===== src/rtl/n_bit_serializer.sv =====
// Parallel-in, serial-out transmitter: takes an n-bit word over valid/ready
// and shifts it out one bit per enabled clock, then pulses done for one cycle.
//
// Ports:
//   in_clk            rising-edge clock
//   in_nres           asynchronous active-low reset
//   in_data[n-1:0]    parallel word to transmit
//   in_valid          in_data valid this cycle
//   in_enable         shift strobe; serial bit advances only when 1
//   out_ready         block can accept a word this cycle
//   out_serial        current serial bit
//   out_serial_valid  out_serial carries a data bit
//   out_busy          transmission in progress
//   out_done          one-cycle pulse after the last bit is shifted
module n_bit_serializer #(
  parameter int n         = 8,
  parameter bit LSB_FIRST = 1'b1
) (
  input  logic         in_clk,
  input  logic         in_nres,
  input  logic [n-1:0] in_data,
  input  logic         in_valid,
  input  logic         in_enable,
  output logic         out_ready,
  output logic         out_serial,
  output logic         out_serial_valid,
  output logic         out_busy,
  output logic         out_done
);

  localparam int CW = $clog2(n);
  localparam logic [CW-1:0] LAST = CW'(n - 1);

  typedef enum logic [1:0] {
    IDLE  = 2'd0,
    SHIFT = 2'd1,
    DONE  = 2'd2
  } state_e;

  state_e          state_q, state_d;
  logic [n-1:0]    sh_q, sh_d;
  logic [CW-1:0]   cnt_q, cnt_d;

  always_ff @(posedge in_clk or negedge in_nres) begin
    if (!in_nres) begin
      state_q <= IDLE;
      sh_q    <= '0;
      cnt_q   <= '0;
    end else begin
      state_q <= state_d;
      sh_q    <= sh_d;
      cnt_q   <= cnt_d;
    end
  end

  // Outputs depend only on registered state, so there is no
  // combinational path from any input to any output.
  always_comb begin
    state_d          = state_q;
    sh_d             = sh_q;
    cnt_d            = cnt_q;
    out_ready        = 1'b0;
    out_serial       = 1'b0;
    out_serial_valid = 1'b0;
    out_busy         = 1'b0;
    out_done         = 1'b0;

    unique case (state_q)
      IDLE: begin
        out_ready = 1'b1;
        if (in_valid) begin
          sh_d    = in_data;
          cnt_d   = '0;
          state_d = SHIFT;
        end
      end

      SHIFT: begin
        out_busy         = 1'b1;
        out_serial_valid = 1'b1;
        out_serial       = LSB_FIRST ? sh_q[0] : sh_q[n-1];
        if (in_enable) begin
          if (cnt_q == LAST) begin
            state_d = DONE;
          end else begin
            // Move the next bit toward the output end, zero-filling.
            sh_d  = LSB_FIRST ? (sh_q >> 1) : (sh_q << 1);
            cnt_d = cnt_q + CW'(1);
          end
        end
      end

      DONE: begin
        out_done = 1'b1;
        state_d  = IDLE;
      end

      default: begin
        state_d = IDLE;
      end
    endcase
  end

endmodule


===== config.mk =====
export PLATFORM = sky130hd
export DESIGN_NAME = n_bit_serializer
export DESIGN_NICKNAME = d
export VERILOG_FILES = /design/src/rtl/n_bit_serializer.sv
export SDC_FILE = /design/constraint.sdc
export NUM_CORES = 1
export LEC_CHECK = 0
export CAP_MARGIN = 20
export CORE_MARGIN = 4
export CORE_UTILIZATION = 51
export DETAILED_ROUTE_END_ITERATION = 10
export GPL_TIMING_DRIVEN = 0
export PLACE_DENSITY = 0.82
export SETUP_SLACK_MARGIN = 0.5
export SLEW_MARGIN = 20
export SYNTH_ARGS = -nofsm -noshare
export SYNTH_HDL_FRONTEND = slang
export SYNTH_SLANG_ARGS = --single-unit

===== constraint.sdc =====
create_clock -name in_clk -period 2.89 [get_ports in_clk]
set_clock_uncertainty 0.05 [all_clocks]
set_input_delay 0.867 -clock in_clk [delete_from_list [all_inputs] [get_ports in_clk]]
set_output_delay 0.867 -clock in_clk [all_outputs]
set_load 0.01 [all_outputs]

==> out/results.txt, run 1 <==
Outcome -> complete, no violations
FF+latch area -> 325.3 µm²
H-tree depth -> 1
Post-Synthesis Cells -> 53
Num ports -> 17
# hold bufs at CTS -> 0
Number of synthesized register bits -> 13
Fraction of layout cells with a size suffix above 1 -> 33.33%
CTS tree -> yes
DP Worst Slack -> 494.8 ps
Maximum VDD drop -> 0.5969 mV
Final Net Count -> 90
Tcrit/Tclk final -> 81.43%
Arrival time at the worst endpoint -> 1440 ps
Initial antenna violation count -> 0
Drt total wl -> 1.184 mm
Chip height -> 45.53 µm
MaxCap Viol Count -> 0
Buf+Inv Stages, Crit Path -> 3
Initial drt markers -> 5
Sequential fraction of the synthesis area -> 45.30%
CTS buffer count -> 3
Critical Path Sink Type -> output pin
Mapped cell area -> 718.2 µm²
WL/cell -> 13.16 µm
Largest net degree at the start of global routing -> 14
GP Congestion -> 0.6842
Drt pass-1 iters -> 2
Initial Utilization -> 54.51%
Final WS setup -> 536.5 ps
Setup Crit Path Kind -> reg2out
Num rows -> 13
Fin. max-slew vios -> 0
Via count -> 465
Clk sinks -> 13
Synth Area in Compound Gates -> 3.136%
Max_slew headroom -> 61.54%
Clk_lat worst skew -> 270 ps
Vias in the first global route -> 472
Worst-Margin Slew -> 575.1 ps
Fillers -> 91
Clock tree buffer depth -> 2
Antenna diodes -> 0
Final ANT Viol Nets -> 0
Critical path cell sequence -> nor2b_4 > buf_6 > buf_8 > and2_1 > clkdlybuf4s15_1
First-pass GRT wire length -> 2.001 mm
Tmin final -> 2353 ps
Max Fclk -> 0.4249 GHz
CP delay by family, top -> buffers and inverters
Syn nets -> 67
Final setup viols -> 0
GRT Overall Usage -> 13.66%
Synth Area in XOR/XNOR -> 0%
CP max FO -> 11
Endpoints failing hold -> 0
Via/cell ratio -> 5.167
Slowest cell on crit path -> dfrtp_1
Leakage power -> 0.0004928 µW
Pwr dens -> 1013 nW/µm²
Yosys warnings -> 0
IO buf count -> 16
Proportion of synthesized area in mux cells -> 30.84%
Synth Area per Inst -> 13.55 µm²
HPWL after DPL -> 915.1 µm
Fin Setup TNS -> 0 ps
Largest family of logic cells by synthesized area -> multiplexers
Worst-path clk slew -> 80 ps
RSZ-0062 raised after global routing -> true
Grt ovf -> 0
Worst Hold Class -> reg2reg
CP Launch Type -> flop
Adder-cell share of the synthesized area -> 3.484%
Required @ worst endpoint -> 1970 ps
Area Overhead vs Synth -> 29.97%
DRC -> 0
Footprint of the multi-input gates -> 336.6 µm²
Die width -> 45.53 µm
Clk root buf -> clkbuf_4
Total Die Area -> 2073 µm²
Synth cell types -> 20
Core Box Area -> 1318 µm²
Simple-gate share of the synthesized area -> 9.408%
CP max stage delay -> 420 ps
-- what timing repair did --
item | in CTS | in global routing
buffers inserted | 2 | 0
resized for setup | 4 | 4
hold endpoints to repair | 0 | 0
endpoints found under the setup margin | 4 | 3
-- sequential cells by signal, indices dropped and copies added (netlist names) --
name	cells
sh_q	8
state_q	2
cnt_q	3
-- metal layers --
metal / routed length [µm] / vias up / GRT usage [%]
met4: 22 / 0 / 7.018
li1: - / 229 / -
met3: 36 / 4 / 2.767
met5: 0 / - / 0
met1: 520 / 226 / 16.88
met2: 604 / 6 / 22.28
-- where the power goes --
part	total [µW]	switching, µW	internal (µW)	leakage [µW]
Clock	111	57.2	53.4	0.0000150
Sequential	287	35.0	252	0.000164
Combinational	548	210	338	0.000314
Total	945	302	643	0.000493
-- final timing paths --
check	startpoint	to	slack (ps)	depth (start not counted)
max	state_q[1]	out_serial	540	5
min	cnt_q[0]	cnt_q[0]	440	1
max reg2reg	cnt_q[0]	sh_q[6]	1090	6
min reg2reg	cnt_q[0]	cnt_q[0]	440	1
max in group asynchronous	in_nres	sh_q[5]	1510	1
min in group asynchronous	in_nres	cnt_q[2]	910	1
-- layout make-up --
cell class | instances | area share (%)
clock buffer | 4 | 2.815
timing repair buffer | 18 | 18.23
tap | 15 | 2.011
multi-input combinational | 33 | 36.06
sequential | 13 | 34.85
inverter | 3 | 1.206
buffer | 4 | 4.826
-- stage by stage --
step	cells	area (µm²)	power [µW]	hold slack, ps	utilization [%]
6_report	90	933.4	945.3	444.1	70.85
5_1_grt	90	933.4	1014	471.0	70.85
4_1_cts	90	933.4	960.6	448.4	70.85
3_5_place_dp	84	897.1	859.5	428.4	68.09
3_3_place_gp	84	897.1	843.2	426.5	68.09
2_1_floorplan	53	718.2	709.8	406.9	-
-- worst register-to-register path, delay by kind of cell (launching register included) --
family / cells / cell delay [ps]
compound gates: 1 / 190
fa+ha+maj: 2 / 400
buf+inv: 1 / 180
flops: 1 / 400
mux: 1 / 310
simple gates: 1 / 150
-- cell usage in the layout, fill, tap and decap left out --
| cell type | Yosys | final |
|---|---|---|
| dfrtp_1 | 13 | 13 |
| clkdlybuf4s50_1 | 0 | 11 |
| mux2_4 | 9 | 9 |
| mux2_2 | 5 | 5 |
| inv_1 | 3 | 3 |
| nand2_1 | 3 | 3 |
| mux2i_1 | 3 | 3 |
| buf_4 | 1 | 3 |
| clkbuf_4 | 0 | 3 |
| buf_6 | 2 | 2 |
| nor2_1 | 2 | 2 |
| ha_1 | 2 | 2 |
| dlygate4sd2_1 | 0 | 2 |
| nor2b_4 | 1 | 1 |
| buf_8 | 1 | 1 |
| and2b_1 | 1 | 1 |
| and2_1 | 1 | 1 |
| nor2b_1 | 1 | 1 |
| a22o_1 | 1 | 1 |
| a311oi_1 | 1 | 1 |
| and3_1 | 1 | 1 |
| nand4b_1 | 1 | 1 |
| o21ai_0 | 1 | 1 |
| clkbuf_1 | 0 | 1 |
| dlymetal6s2s_1 | 0 | 1 |
| clkdlybuf4s15_1 | 0 | 1 |
| clkbuf_2 | 0 | 1 |
-- logic make-up (layout without fill, tap and decap cells) --
group,count (synthesis),count (layout)
muxes,17,17
buffers and inverters,7,29
AOI/OAI and AO/OA,3,3
DFF,13,13
and+or+nand+nor,11,11
adders and majority gates,2,2
-- cells in the mapped netlist --
cell type,count,area share (%)
mux2_4,9,19
a22o_1,1,1.2
buf_4,1,1.0
nor2b_1,1,0.87
nor2b_4,1,1.9
and2_1,1,0.87
buf_6,2,3.1
a311oi_1,1,1.2
dfrtp_1,13,45
nor2_1,2,1.0
mux2_2,5,7.8
nand4b_1,1,1.2
o21ai_0,1,0.70
ha_1,2,3.5
inv_1,3,1.6
mux2i_1,3,4.2
and3_1,1,0.87
buf_8,1,2.1
and2b_1,1,1.0
nand2_1,3,1.6
Power figures use the tool's default switching activity.
==> run 2: changes to the inputs <==
- CORE_UTILIZATION: 51 -> 47
- PLACE_DENSITY: 0.82 -> 0.76
- clock period: 2.89 -> 2.2 ns (I/O delays scaled with it)
==> out/results.txt, run 2 (same netlist as run 1, synthesis figures left out) <==
Outcome -> complete, no violations
Clk_lat worst skew -> 280 ps
Initial Utilization -> 52.56%
Commonest cells after routing, fill and taps aside -> 12 x dfrtp_1, 10 x buf_4, 9 x mux2_4, 9 x clkdlybuf4s50_1, 6 x buf_6
Clock tree buffer depth -> 2
Chip height -> 47.09 µm
Drt total wl -> 1.378 mm
CP Launch Type -> flop
IO buf count -> 16
Final setup viols -> 0
Initial drt markers -> 3
Worst-path clk slew -> 80 ps
Largest net degree at the start of global routing -> 14
Initial antenna violation count -> 0
Final Core Density -> 75.92%
Setup Crit Path Kind -> reg2out
GRT Overall Usage -> 15.78%
CTS buffer count -> 3
CTS tree -> yes
Final ANT Viol Nets -> 0
Via/cell ratio -> 5.010
Max reg flops -> 8
Met3 Wirelength -> 107 µm
M1 wire length -> 582 µm
Met2 wire len -> 677 µm
Vias in the first global route -> 495
Max Fclk -> 0.5084 GHz
Pwr dens -> 1411 nW/µm²
Fin. max-slew vios -> 0
Via count -> 496
CP max FO -> 6
Grt ovf -> 0
Die width -> 47.09 µm
RSZ-0062 raised after global routing -> true
Core Box Area -> 1366 µm²
Final Total Pwr -> 1464 µW
Top flop regs -> sh_q x8, cnt_q x3, state_q x2
Worst-Margin Slew -> 586.7 ps
Antenna diodes -> 0
First-pass GRT wire length -> 2.346 mm
Leakage power -> 0.0005328 µW
Final Net Count -> 99
Drt pass-1 iters -> 4
Maximum VDD drop -> 0.9293 mV
Most common cell after layout, fill and taps aside -> dfrtp_1
Num ports -> 17
DRC -> 0
Total Die Area -> 2217 µm²
Endpoints failing hold -> 0
Fillers -> 98
Num rows -> 13
Required @ worst endpoint -> 1490 ps
Max_slew headroom -> 60.77%
Clk sinks -> 13
Fin Setup TNS -> 0 ps
Clk root buf -> clkbuf_4
Tcrit/Tclk final -> 89.41%
HPWL after DPL -> 909.6 µm
H-tree depth -> 1
Tmin final -> 1967 ps
WL/cell -> 13.92 µm
Biggest register -> sh_q
Top sig layer -> met4
Critical Path Sink Type -> output pin
Arrival time at the worst endpoint -> 1260 ps
MaxCap Viol Count -> 0
Fraction of layout cells with a size suffix above 1 -> 52.38%
Worst Hold Class -> reg2reg
Area Overhead vs Synth -> 44.42%
GP Congestion -> 0.6810
## run 2: per-stage QoR
stage	cells	worst slack [ps]	hold slack (ps)	instance area, µm²
floorplan	53	510.9	314.4	718.2
global placement	84	5.974	430.3	897.1
detailed placement	84	-2.783	433.6	897.1
CTS	96	217.5	466.0	1003
global route	99	171.2	464.1	1037
finish	99	233.1	449.0	1037
## run 2: cell type report
type / instances / area [µm²] / area share [%]
buffer: 4 / 45.04 / 4.343
clock buffer: 4 / 26.28 / 2.533
inverter: 3 / 11.26 / 1.086
multi-input combinational: 33 / 364.1 / 35.10
sequential: 13 / 326.6 / 31.48
tap: 15 / 18.77 / 1.809
timing repair buffer: 27 / 245.2 / 23.64
## run 2: repair_timing
action | 4_1_cts | 5_1_grt
hold buffers | 0 | 0
pin swaps | 2 | 2
resized for setup | 29 | 4
setup buffers | 8 | 3
endpoints found under the setup margin | 14 | 14
## run 2: worst paths after layout
path	to	slack, ps	depth (start not counted)	startpoint
hold / removal	state_q[0]	450	1	state_q[1]
min in group asynchronous	sh_q[5]	690	1	in_nres
max in group asynchronous	state_q[1]	980	1	in_nres
setup reg to reg	sh_q[0]	520	6	cnt_q[1]
setup / recovery	out_serial	230	5	state_q[0]
hold reg to reg	state_q[0]	450	1	state_q[1]
## run 2: layer usage
layer | vias up | global-route usage [%]
met5 | - | 0
met4 | 0 | 3.315
met3 | 3 | 7.280
met2 | 15 | 26.29
met1 | 236 | 18.68
li1 | 242 | -
## run 2: worst max-delay path: stages, from the launching register on
cell and delay [ps]:
dfrtp_1 380, nor2b_4 120, buf_6 110, buf_8 120, and2_4 130, buf_6 110
## run 2: where the power goes
group | switching, µW | total, µW | internal, µW
registers | 52.7 | 384 | 332
logic | 318 | 928 | 610
clock network | 80.7 | 151 | 70.4
==> run 3: changes to the inputs <==
- CORE_MARGIN: 4 -> 2
==> out/results.txt, run 3 (same netlist as run 1, synthesis figures left out) <==
Clock tree buffer depth -> 2
Critical Path Sink Type -> output pin
Fillers -> 107
CP Launch Type -> flop
Sw frac -> 32.17%
Most common cell after layout, fill and taps aside -> dfrtp_1
Maximum VDD drop -> 0.7938 mV
Clk root buf -> clkbuf_4
Commonest cells after routing, fill and taps aside -> 13 x dfrtp_1, 12 x buf_4, 9 x mux2_4, 9 x clkdlybuf4s50_1
Required @ worst endpoint -> 1490 ps
Switching power -> 477.4 µW
Fraction of layout cells with a size suffix above 1 -> 52.38%
CP max stage delay -> 380 ps
Final setup viols -> 0
CTS buffer count -> 3
Grt ovf -> 0
Die width -> 43.09 µm
Tcrit/Tclk final -> 89.11%
Fin. max-slew vios -> 0
Design area -> 1040 µm²
WL/cell -> 15.03 µm
Setup Crit Path Kind -> reg2out
Leakage power -> 0.0005310 µW
Area Overhead vs Synth -> 44.77%
Worst-path clk slew -> 80 ps
Footprint of the multi-input gates -> 377.9 µm²
Slowest cell on crit path -> dfrtp_1
Max_slew headroom -> 60.05%
Max Fclk -> 0.5101 GHz
CTS tree -> yes
Share of power burned in registers -> 26.2%
Core Box Area -> 1471 µm²
Via/cell ratio -> 4.860
Drt pass-1 iters -> 2
Largest net degree at the start of global routing -> 14
Max reg flops -> 8
Most frequent cell on the critical path -> buf_6
Outcome -> complete, no violations
MaxCap Viol Count -> 0
Final Non-Filler Cells -> 100
Combinational Power Share -> 63.9%
Via count -> 486
DRC -> 0
CP max FO -> 5
Initial drt markers -> 1
GP Congestion -> 0.6959
Area of placed instances -> 898.4 µm²
Final WS setup -> 239.5 ps
Clk_lat worst skew -> 280 ps
Worst Hold Class -> reg2reg
DP Worst Slack -> -6.268 ps
Initial antenna violation count -> 0
Chip height -> 43.09 µm
Worst-Margin Slew -> 597.4 ps
Num ports -> 17
Final ANT Viol Nets -> 0
Tmin final -> 1960 ps
Total Die Area -> 1857 µm²
Antenna diodes -> 0
Biggest register -> sh_q
IO buf count -> 16
Pint -> 1006 µW
Critical path cell sequence -> nor2b_4 > buf_6 > buf_8 > and2_4 > buf_6
Placed Instances -> 85
RSZ-0062 raised after global routing -> true
Num rows -> 14
H-tree depth -> 1
First-pass GRT wire length -> 2.518 mm
FF+latch area -> 325.3 µm²
Vias in the first global route -> 559
Final Net Count -> 99
Clk network pwr share -> 10.0%
Top flop regs -> sh_q x8, cnt_q x3, state_q x2
HPWL after DPL -> 896.6 µm
Arrival time at the worst endpoint -> 1250 ps
GRT Overall Usage -> 18.96%
Final Core Density -> 70.66%
Initial Utilization -> 48.81%
Endpoints failing hold -> 0
Pwr dens -> 1427 nW/µm²
Drt total wl -> 1.503 mm
Clk sinks -> 13
[run 3: changes by cell type in the layout (fill, tap and decap cells not counted), sizes merged]
cell / before / now
dlymetal6s2s: 1 / 0
dlygate4sd2: 1 / 2
clkdlybuf4s15: 1 / 0
buf: 19 / 20
[run 3: power by group through the flow]
| stage | registers [µW] | clock network (µW) | logic (µW) |
|---|---|---|---|
| 2_1_floorplan | 376 | 0 | 557 |
| 3_3_place_gp | 387 | 0 | 715 |
| 3_5_place_dp | 390 | 0 | 732 |
| 4_1_cts | 387 | 152 | 914 |
| 5_1_grt | 397 | 161 | 1020 |
| 6_report | 388 | 148 | 948 |
[run 3: layer usage]
metal,share of wire (%),track usage [%],up-vias,routed length (µm)
met5,0,0,-,0
met3,3.7,6.383,2,55
met4,0.93,5.455,0,14
met1,43,22.76,234,645
met2,52,31.94,7,787
li1,-,-,243,-
[run 3: stage by stage]
step,hold slack [ps],total power (µW),TNS [ps]
final,448.8,1484,0
after global routing,464.5,1576,0
after CTS,449.9,1453,0
after detailed placement,434.8,1122,-15.16
after global placement,427.1,1102,0
after floorplan,314.4,932.4,0
[run 3: area by class of cell]
type / count / share of cell area [%]
tap: 16 / 1.925
buffer: 4 / 4.332
multi-input combinational: 33 / 36.34
sequential: 13 / 31.29
timing repair buffer: 27 / 22.50
inverter: 3 / 1.083
clock buffer: 4 / 2.527
[run 3: worst paths after layout]
path,start,end,slack (ps),depth (start not counted)
min reg2reg,cnt_q[0],cnt_q[0],450,1
min,cnt_q[0],cnt_q[0],450,1
max,state_q[0],out_serial,240,5
max reg2reg,cnt_q[0],sh_q[5],570,6
max in group asynchronous,in_nres,sh_q[4],1000,1
min in group asynchronous,in_nres,state_q[1],700,1
[run 3: critical path: cells and delay by family (launching register included)]
kind,cells,cell delay (ps)
buffers and inverters,3,350
DFF,1,380
and+or+nand+nor,2,260
[run 3: what timing repair did]
item,4_1_cts,5_1_grt
hold buffers,0,0
gates cloned,1,0
setup buffers,9,1
setup endpoints to repair,15,14
resized for setup,34,1
pin swaps,3,1
